File: src/rtl/jtag_hub_pkg.sv
// Shared constants for the JTAG hub upstream path:
// channel IDs, channel count and output FSM encoding.
package jtag_hub_pkg;

  localparam int NUM_CH = 4;
  localparam int CH_W   = 2;

  localparam logic [3:0] ID_LA     = 4'hC;
  localparam logic [3:0] ID_IOVIEW = 4'hA;
  localparam logic [3:0] ID_GDB    = 4'h9;
  localparam logic [3:0] ID_WFG    = 4'hB;

  localparam logic [0:0] ST_EMPTY = 1'b0;
  localparam logic [0:0] ST_FULL  = 1'b1;

  function automatic logic [3:0] ch_id(
    input logic [CH_W-1:0] idx
  );
    logic [3:0] id;
    id = ID_LA;
    unique case (idx)
      2'd0: id = ID_LA;
      2'd1: id = ID_IOVIEW;
      2'd2: id = ID_GDB;
      2'd3: id = ID_WFG;
      default: id = ID_LA;
    endcase
    return id;
  endfunction

endpackage

File: src/rtl/jtag_hub_rr_picker.sv
// Combinational 4-way round-robin select: the search
// starts just above last and wraps, so last is tried last.
module jtag_hub_rr_picker
  import jtag_hub_pkg::*;
(
  input  logic [NUM_CH-1:0] req,
  input  logic [CH_W-1:0]   last,
  output logic              vld,
  output logic [CH_W-1:0]   idx
);

  logic [CH_W-1:0] cand;

  always_comb begin
    vld  = 1'b0;
    idx  = last;
    cand = last;
    for (int k = 1; k <= NUM_CH; k++) begin
      cand = last + CH_W'(k);
      if (!vld && req[cand]) begin
        vld = 1'b1;
        idx = cand;
      end
    end
  end

endmodule

File: src/rtl/jtag_hub_up_arbiter.sv
// Upstream arbiter: four one-entry channel buffers merged
// round-robin into a single ID-tagged output register.
module jtag_hub_up_arbiter
  import jtag_hub_pkg::*;
#(
  parameter int DATA_WIDTH = 8
) (
  input  logic                       clk,
  input  logic                       rst,
  input  logic                       ce,
  input  logic [NUM_CH-1:0]          up_valid,
  input  logic [NUM_CH*DATA_WIDTH-1:0] up_data,
  output logic [NUM_CH-1:0]          up_ready,
  output logic [DATA_WIDTH+3:0]      out_data,
  output logic                       out_valid,
  input  logic                       out_ready
);

  logic [NUM_CH-1:0]     full;
  logic [DATA_WIDTH-1:0] buf_q [NUM_CH];
  logic [0:0]            state;
  logic [CH_W-1:0]       last_grant;
  logic [DATA_WIDTH+3:0] out_q;

  logic                  gnt_vld;
  logic [CH_W-1:0]       gnt_idx;
  logic                  load_slot;
  logic [NUM_CH-1:0]     take;
  logic [NUM_CH-1:0]     clr;

  jtag_hub_rr_picker u_picker (
    .req  (full),
    .last (last_grant),
    .vld  (gnt_vld),
    .idx  (gnt_idx)
  );

  assign up_ready  = ~full;
  assign out_valid = (state == ST_FULL);
  assign out_data  = out_q;

  // Output register can take a word when empty or draining.
  assign load_slot = ce && ((state == ST_EMPTY) || out_ready);

  always_comb begin
    take = '0;
    clr  = '0;
    for (int n = 0; n < NUM_CH; n++) begin
      take[n] = ce && up_valid[n] && !full[n];
      clr[n]  = load_slot && gnt_vld &&
                (gnt_idx == CH_W'(n));
    end
  end

  always_ff @(posedge clk) begin
    if (rst) begin
      full <= '0;
    end else begin
      for (int n = 0; n < NUM_CH; n++) begin
        if (take[n]) begin
          full[n] <= 1'b1;
        end else if (clr[n]) begin
          full[n] <= 1'b0;
        end
      end
    end
  end

  always_ff @(posedge clk) begin
    for (int n = 0; n < NUM_CH; n++) begin
      if (take[n]) begin
        buf_q[n] <= up_data[n*DATA_WIDTH +: DATA_WIDTH];
      end
    end
  end

  always_ff @(posedge clk) begin
    if (rst) begin
      state      <= ST_EMPTY;
      out_q      <= '0;
      last_grant <= CH_W'(NUM_CH - 1);
    end else if (load_slot) begin
      if (gnt_vld) begin
        out_q      <= {ch_id(gnt_idx), buf_q[gnt_idx]};
        state      <= ST_FULL;
        last_grant <= gnt_idx;
      end else begin
        state <= ST_EMPTY;
      end
    end
  end

endmodule

File: config.mk
export PLATFORM = sky130hd
export DESIGN_NAME = jtag_hub_up_arbiter
export DESIGN_NICKNAME = d
export VERILOG_FILES = /design/src/rtl/jtag_hub_pkg.sv /design/src/rtl/jtag_hub_rr_picker.sv /design/src/rtl/jtag_hub_up_arbiter.sv
export SDC_FILE = /design/constraint.sdc
export NUM_CORES = 1
export LEC_CHECK = 0
export ABC_AREA = 1
export CORE_UTILIZATION = 48
export DETAILED_ROUTE_END_ITERATION = 12
export GPL_ROUTABILITY_DRIVEN = 0
export PLACE_DENSITY_LB_ADDON = 0.25
export SLEW_MARGIN = 20
export SYNTH_ARGS = -nofsm -noshare
export SYNTH_HDL_FRONTEND = slang
export SYNTH_HIERARCHICAL = 1
export SYNTH_SLANG_ARGS = --single-unit
File: constraint.sdc
create_clock -name clk -period 2.3 [get_ports clk]
set_clock_uncertainty 0.1 [all_clocks]
set_input_delay 0.46 -clock clk [delete_from_list [all_inputs] [get_ports clk]]
set_output_delay 0.46 -clock clk [all_outputs]
set_load 0.1 [all_outputs]
; ---- Word level (Yosys, flattened, before mapping)
; Memories as Yosys holds them, arrays and structs flattened. A register that Yosys moved wholly into a read port is not among the register bits.
; Index checks and enable logic that the tools add are counted.
; W data, S select, Z words.
[op_classes]
n_addsub = 3
n_lt_le_gt_ge = 4
eq_ne = 3
n_mux = 34
bitwise = 2
n_reduce_logical = 31
[op_table]
columns = op, n
row1 = $mux W1, 25
row2 = $logic_and A1 B1 Y1, 17
row3 = $pmux W4 S4, 1
row4 = $lt A2 B3 Y1 const B, 4
row5 = $bmux W1 S2, 4
row6 = $mux W2, 4
row7 = $reduce_bool A2 Y1, 4
row8 = $logic_not A1 Y1, 7
row9 = $add A2 B2 Y2 const B, 2
row10 = $eq A2 B2 Y1 const B, 2
row11 = $not A4 Y4, 1
row12 = $add A2 B1 Y2 const B, 1
row13 = $eq A2 B1 Y1 const B, 1
row14 = $logic_not A2 Y1, 1
row15 = $reduce_and A2 Y1, 1
row16 = $logic_or A1 B1 Y1, 1
row17 = $not A1 Y1, 1
[totals]
regBits = 19
mem_bits_rw = 32
input_bits = 40
output_inout_bits = 17
elab_cells = 85
mem_count = 1
[mem_list]
columns = name, depth, width, rd, rd_ports_with_merged_regs, write_ports, line_no
row1 = buf_q, 4, 8, 1, 1, 4, jtag_hub_up_arbiter.sv:20  ; logic [DATA_WIDTH-1:0] buf_q [NUM_CH];

; ---- Depth between registers and ports, before layout
; Gate-level depths: netlist of run 1.
[depth]
ltp_word = 17
ltp_mapped = 17
ltp_nobuf = 16

; ---- Hierarchy
; Netlist of run 1, hierarchy kept.
[modules_own_cells]
columns = mod, n_inst, cells_each, area_each_um2, seq_area_each_um2
row1 = jtag_hub_up_arbiter, 1, 205, 1989.4, 1341.3
row2 = jtag_hub_rr_picker, 1, 46, 231.5, 0.0

; ---- Least setup slack after synthesis of run 1
; OpenSTA, ideal clock, no wires.
[synth_timing]
path_type = register to register
start = register state (netlist: out_valid)
end = register out_q[10] (netlist: out_data[10])
setup_time_ns = 0.070
arrival_ns = 1.719
required_ns = 2.130
slack_ns = 0.412
path_stages_with_launch = 6
path_buffers = 1
synth_period_minus_slack_ns = 1.888
cell_sequence = dfxtp_1 > nand2_2 > nand3_2 > buf_2 > nand2_1 > a21oi_1
[synth_via]
elab_chain_cells = 4
[synth_lines]
columns = element, line_no
row1 = "start, declared", jtag_hub_up_arbiter.sv:21  ; logic [0:0] state;
row2 = "start signal, assigned", jtag_hub_up_arbiter.sv:79  ; state <= ST_EMPTY;
row3 = "start signal, assigned", jtag_hub_up_arbiter.sv:85  ; state <= ST_FULL;
row4 = "start signal, assigned", jtag_hub_up_arbiter.sv:88  ; state <= ST_EMPTY;
row5 = $not A1 Y1, jtag_hub_up_arbiter.sv:43  ; assign load_slot = ce && ((state == ST_EMPTY) || out_ready);
row6 = $logic_or A1 B1 Y1, jtag_hub_up_arbiter.sv:43
row7 = $logic_and A1 B1 Y1, jtag_hub_up_arbiter.sv:43
row8 = $reduce_and A2 Y1 (no source line), -
row9 = "end signal, assigned", jtag_hub_up_arbiter.sv:84  ; out_q <= {ch_id(gnt_idx), buf_q[gnt_idx]};
row10 = "end, declared", jtag_hub_up_arbiter.sv:23  ; logic [DATA_WIDTH+3:0] out_q;
; No other way between the ends.
; A chain may end at the register's enable or synchronous reset.

; ---- Worst setup path after layout of run 1
[layout_timing]
start = register last_grant[0]
end = register out_q[2] (netlist: out_data[2]) (read register of buf_q)
[layout_via]
elab_cells_between_ends = 26
cone_classes = add/sub: 3 / mux: 16 / reduce/logical: 7
[layout_lines]
columns = element, line_no
row1 = "start, declared", jtag_hub_up_arbiter.sv:22  ; logic [CH_W-1:0] last_grant;
row2 = "start signal, assigned", jtag_hub_up_arbiter.sv:81  ; last_grant <= CH_W'(NUM_CH - 1);
row3 = "start signal, assigned", jtag_hub_up_arbiter.sv:86  ; last_grant <= gnt_idx;
row4 = $add A2 B1 Y2, jtag_hub_rr_picker.sv:19  ; cand = last + CH_W'(k);
row5 = $bmux W1 S2, jtag_hub_rr_picker.sv:20  ; if (!vld && req[cand]) begin
row6 = $mux W1 (implied by the code), jtag_hub_rr_picker.sv:20
row7 = $mux W1, jtag_hub_rr_picker.sv:20
row8 = $logic_not A1 Y1, jtag_hub_rr_picker.sv:20
row9 = $logic_and A1 B1 Y1, jtag_hub_rr_picker.sv:20
row10 = $mux W1, jtag_hub_rr_picker.sv:20
row11 = $logic_not A1 Y1, jtag_hub_rr_picker.sv:20
row12 = $logic_and A1 B1 Y1, jtag_hub_rr_picker.sv:20
row13 = $mux W1, jtag_hub_rr_picker.sv:20
row14 = $logic_not A1 Y1, jtag_hub_rr_picker.sv:20
row15 = $logic_and A1 B1 Y1, jtag_hub_rr_picker.sv:20
row16 = $mux W2 *, jtag_hub_rr_picker.sv:20
row17 = via gnt_idx[0], jtag_hub_up_arbiter.sv:26  ; logic [CH_W-1:0] gnt_idx;
; The timed path passes the listed nets; every way through them passes the cells marked *. The select of a mux whose other input is x is not followed.

==> flow_summary.json, run 1 <==
{
  "slew_violations": 0,
  "required_ns": 2.44,
  "p_leak_nw": 1.261,
  "finalWorstSetupSlack_ns": 0.2561,
  "clk_path_buf_depth": 2,
  "cts_tree": "built",
  "fmax_mhz": 489.3,
  "fill_cells": 365,
  "grt_max_degree": 24,
  "rrSetupSlack_ns": 0.26,
  "wire_per_inst_um": 12.28,
  "cp-end-kind": "flip-flop",
  "setup_violations": 0,
  "clock_sinks": 51,
  "slew_headroom_pct": 71.24,
  "vias": 1818,
  "detail-route-antenna-nets": 0,
  "tns_ns": 0,
  "synth_area_um2": 2221,
  "fin_nets": 353,
  "area_growth_pct": 30.37,
  "crit_type": "flip-flop to flip-flop",
  "hold_class": "flip-flop to flip-flop",
  "period_share_pct": 88.87,
  "diodes": 0,
  "drtIter0Drc": 101,
  "cp-endpoint": "out_data[2]$_SDFFE_PP0P_",
  "port_buffers": 56,
  "avgSynthCellArea_um2": 8.848,
  "vdd_drop_max_v": 0.0007872,
  "grt-ovfl-total": 0,
  "r2r_end": "out_data[2]$_SDFFE_PP0P_",
  "startpoint": "last_grant[0]$_SDFFE_PP1P_",
  "hold_viol_final": 0,
  "yosys_register_bits": 51,
  "numCtsBuffers": 5,
  "post_drt_via_cell_ratio": 4.967,
  "final_layout_size_suffix_gt1_share_pct": 14.97,
  "cts-resized-gates": 0,
  "hold_buffers": 0,
  "io_pins": 57,
  "drt_wl_total_um": 4493,
  "fin_util_pct": 65.59,
  "yosys_warnings": 14,
  "core_area_um2": 4414,
  "grt_setup_unrepaired": "no",
  "die_area_um2": 4903,
  "arrival_ns": 2.18,
  "clkTransAtPathRegs_ns": 0.09,
  "regToRegStartpoint": "last_grant[0]$_SDFFE_PP1P_",
  "status": "complete, no violations",
  "min_path_cells": 2,
  "htree_num_levels": 2,
  "hpwlAfterDp_um": 3456,
  "cts_root_buf": "clkbuf_8",
  "worstRegToRegCells": 14,
  "ys_types": 21,
  "grt_pass1_wl_um": 7541,
  "startpoint_type": "flip-flop",
  "rows": 24,
  "synth.net_count": 291,
  "dp_slack_ns": 0.1311,
  "period_minus_slack_ns": 2.044,
  "die_y_um": 70.02,
  "cap_violations": 0,
  "worst_slew_pin_slew_ns": 0.4300,
  "first_global_vias": 1742,
  "track_usage_pct": 20.03,
  "synth_cells": 251,
  "die_w_um": 70.02,
  "start_util_pct": 50.31,
  "p_total_w": 0.004474,
  "path_max_fanout": 9,
  "first_pass_iters": 4,
  "drc": 0,
  "ys_seq_area_share_pct": 60.39,
  "p_per_area_nw_per_um2": 1545,
  "antenna_found_initial": 0,
  "postCtsSetupRepairBufs": 0,
  "insertion_delay_ns": 0.30
}
per-stage QoR:
step | hold WS [ns] | instance area [um2] | std cells
2_1_floorplan | 0.3513 | 2221 | 251
3_3_place_gp | 0.3388 | 2808 | 358
3_5_place_dp | 0.3452 | 2808 | 358
4_1_cts | 0.3584 | 2893 | 366
5_1_grt | 0.3873 | 2895 | 366
6_report | 0.3553 | 2895 | 366
kinds of logic after synthesis:
logic type	after synthesis	synth area share, %
AO/OA/AOI/OAI	14	3.324
XOR/XNOR	1	0.3944
buffers and inverters	32	6.198
flip-flops	51	60.39
AND/OR/NAND/NOR	153	29.69
worst max-delay path: stages, from the launching register on:
cell and delay (ns):
dfxtp_2 0.43, inv_4 0.07, nand2_1 0.08, nand2_2 0.08, nand2_2 0.10, nand2_4 0.07, a21oi_2 0.14, nand3_1 0.10
nand2_1 0.16, inv_2 0.12, nor2_4 0.21, nand2_1 0.09, nand3_1 0.09, nor2_1 0.05, nor2_1 0.09
report_power, final:
part / switching [W] / internal [W]
logic: 0.00195 / 0.000767
registers: 0.000117 / 0.00115
clock network: 0.000273 / 0.000218
total: 0.00234 / 0.00213
final cells by class:
type | count | area, um2 | area share [%]
inverter | 25 | 96.34 | 3.328
clock buffer | 6 | 73.82 | 2.550
clock inverter | 2 | 11.26 | 0.3889
timing repair buffer | 62 | 563.0 | 19.45
sequential | 51 | 1344 | 46.41
tap | 52 | 65.06 | 2.247
multi-input combinational | 168 | 742.0 | 25.63
metal layers:
layer	global-route usage, %	vias up	wire, um
met5	0	-	0
met4	9.778	0	132
met3	5.339	14	209
met2	35.15	51	2327
met1	22.38	816	1823
li1	-	937	-
state kept, by name, summed over array words and instances (netlist names):
register and cells:
out_valid 1, full 4, last_grant 2, out_data 12, buf_q 32
how the worst min path moves through the flow:
stage,from,to,slack [ns]
6_report,out_data[11]$_SDFFE_PP0P_,out_data[11]$_SDFFE_PP0P_,0.36
5_1_grt,out_data[11]$_SDFFE_PP0P_,out_data[11]$_SDFFE_PP0P_,0.39
4_1_cts,out_data[11]$_SDFFE_PP0P_,out_data[11]$_SDFFE_PP0P_,0.36
3_5_place_dp,out_data[11]$_SDFFE_PP0P_,out_data[11]$_SDFFE_PP0P_,0.35
3_3_place_gp,out_data[11]$_SDFFE_PP0P_,out_data[11]$_SDFFE_PP0P_,0.34
2_1_floorplan,last_grant[0]$_SDFFE_PP1P_,last_grant[0]$_SDFFE_PP1P_,0.35
cell usage after synthesis (all sizes together):
cell type / instances / area, um2
inv: 24 / 92.60
nand4: 8 / 50.05
o21ai: 2 / 10.01
a21oi: 12 / 63.81
clkinv: 1 / 3.750
nand2: 104 / 412.9
edfxtp: 32 / 960.9
nand3: 22 / 115.1
dfxtp: 19 / 380.4
buf: 7 / 41.29
xor2: 1 / 8.760
nor2: 19 / 81.33
cells in the final DEF (no fill, tap or decap), types with 2 or more instances in the layout:
cell type / instances
buf_4: 23
nand3_1: 21
nand4_1: 8
clkbuf_8: 5
nor2_1: 17
clkdlybuf4s50_1: 39
a21oi_1: 11
dfxtp_2: 2
nand2_1: 97
o21ai_0: 2
edfxtp_1: 32
inv_4: 2
inv_1: 21
nand2_2: 6
dfxtp_1: 17
inv_2: 2
Power figures use the tool's default switching activity.
==> inputs of run 2 (changes only) <==
- GPL_ROUTABILITY_DRIVEN: 0 -> unset
==> results of run 2 <==
No change in the layout: final DEF, timing and power equal those of run 1.
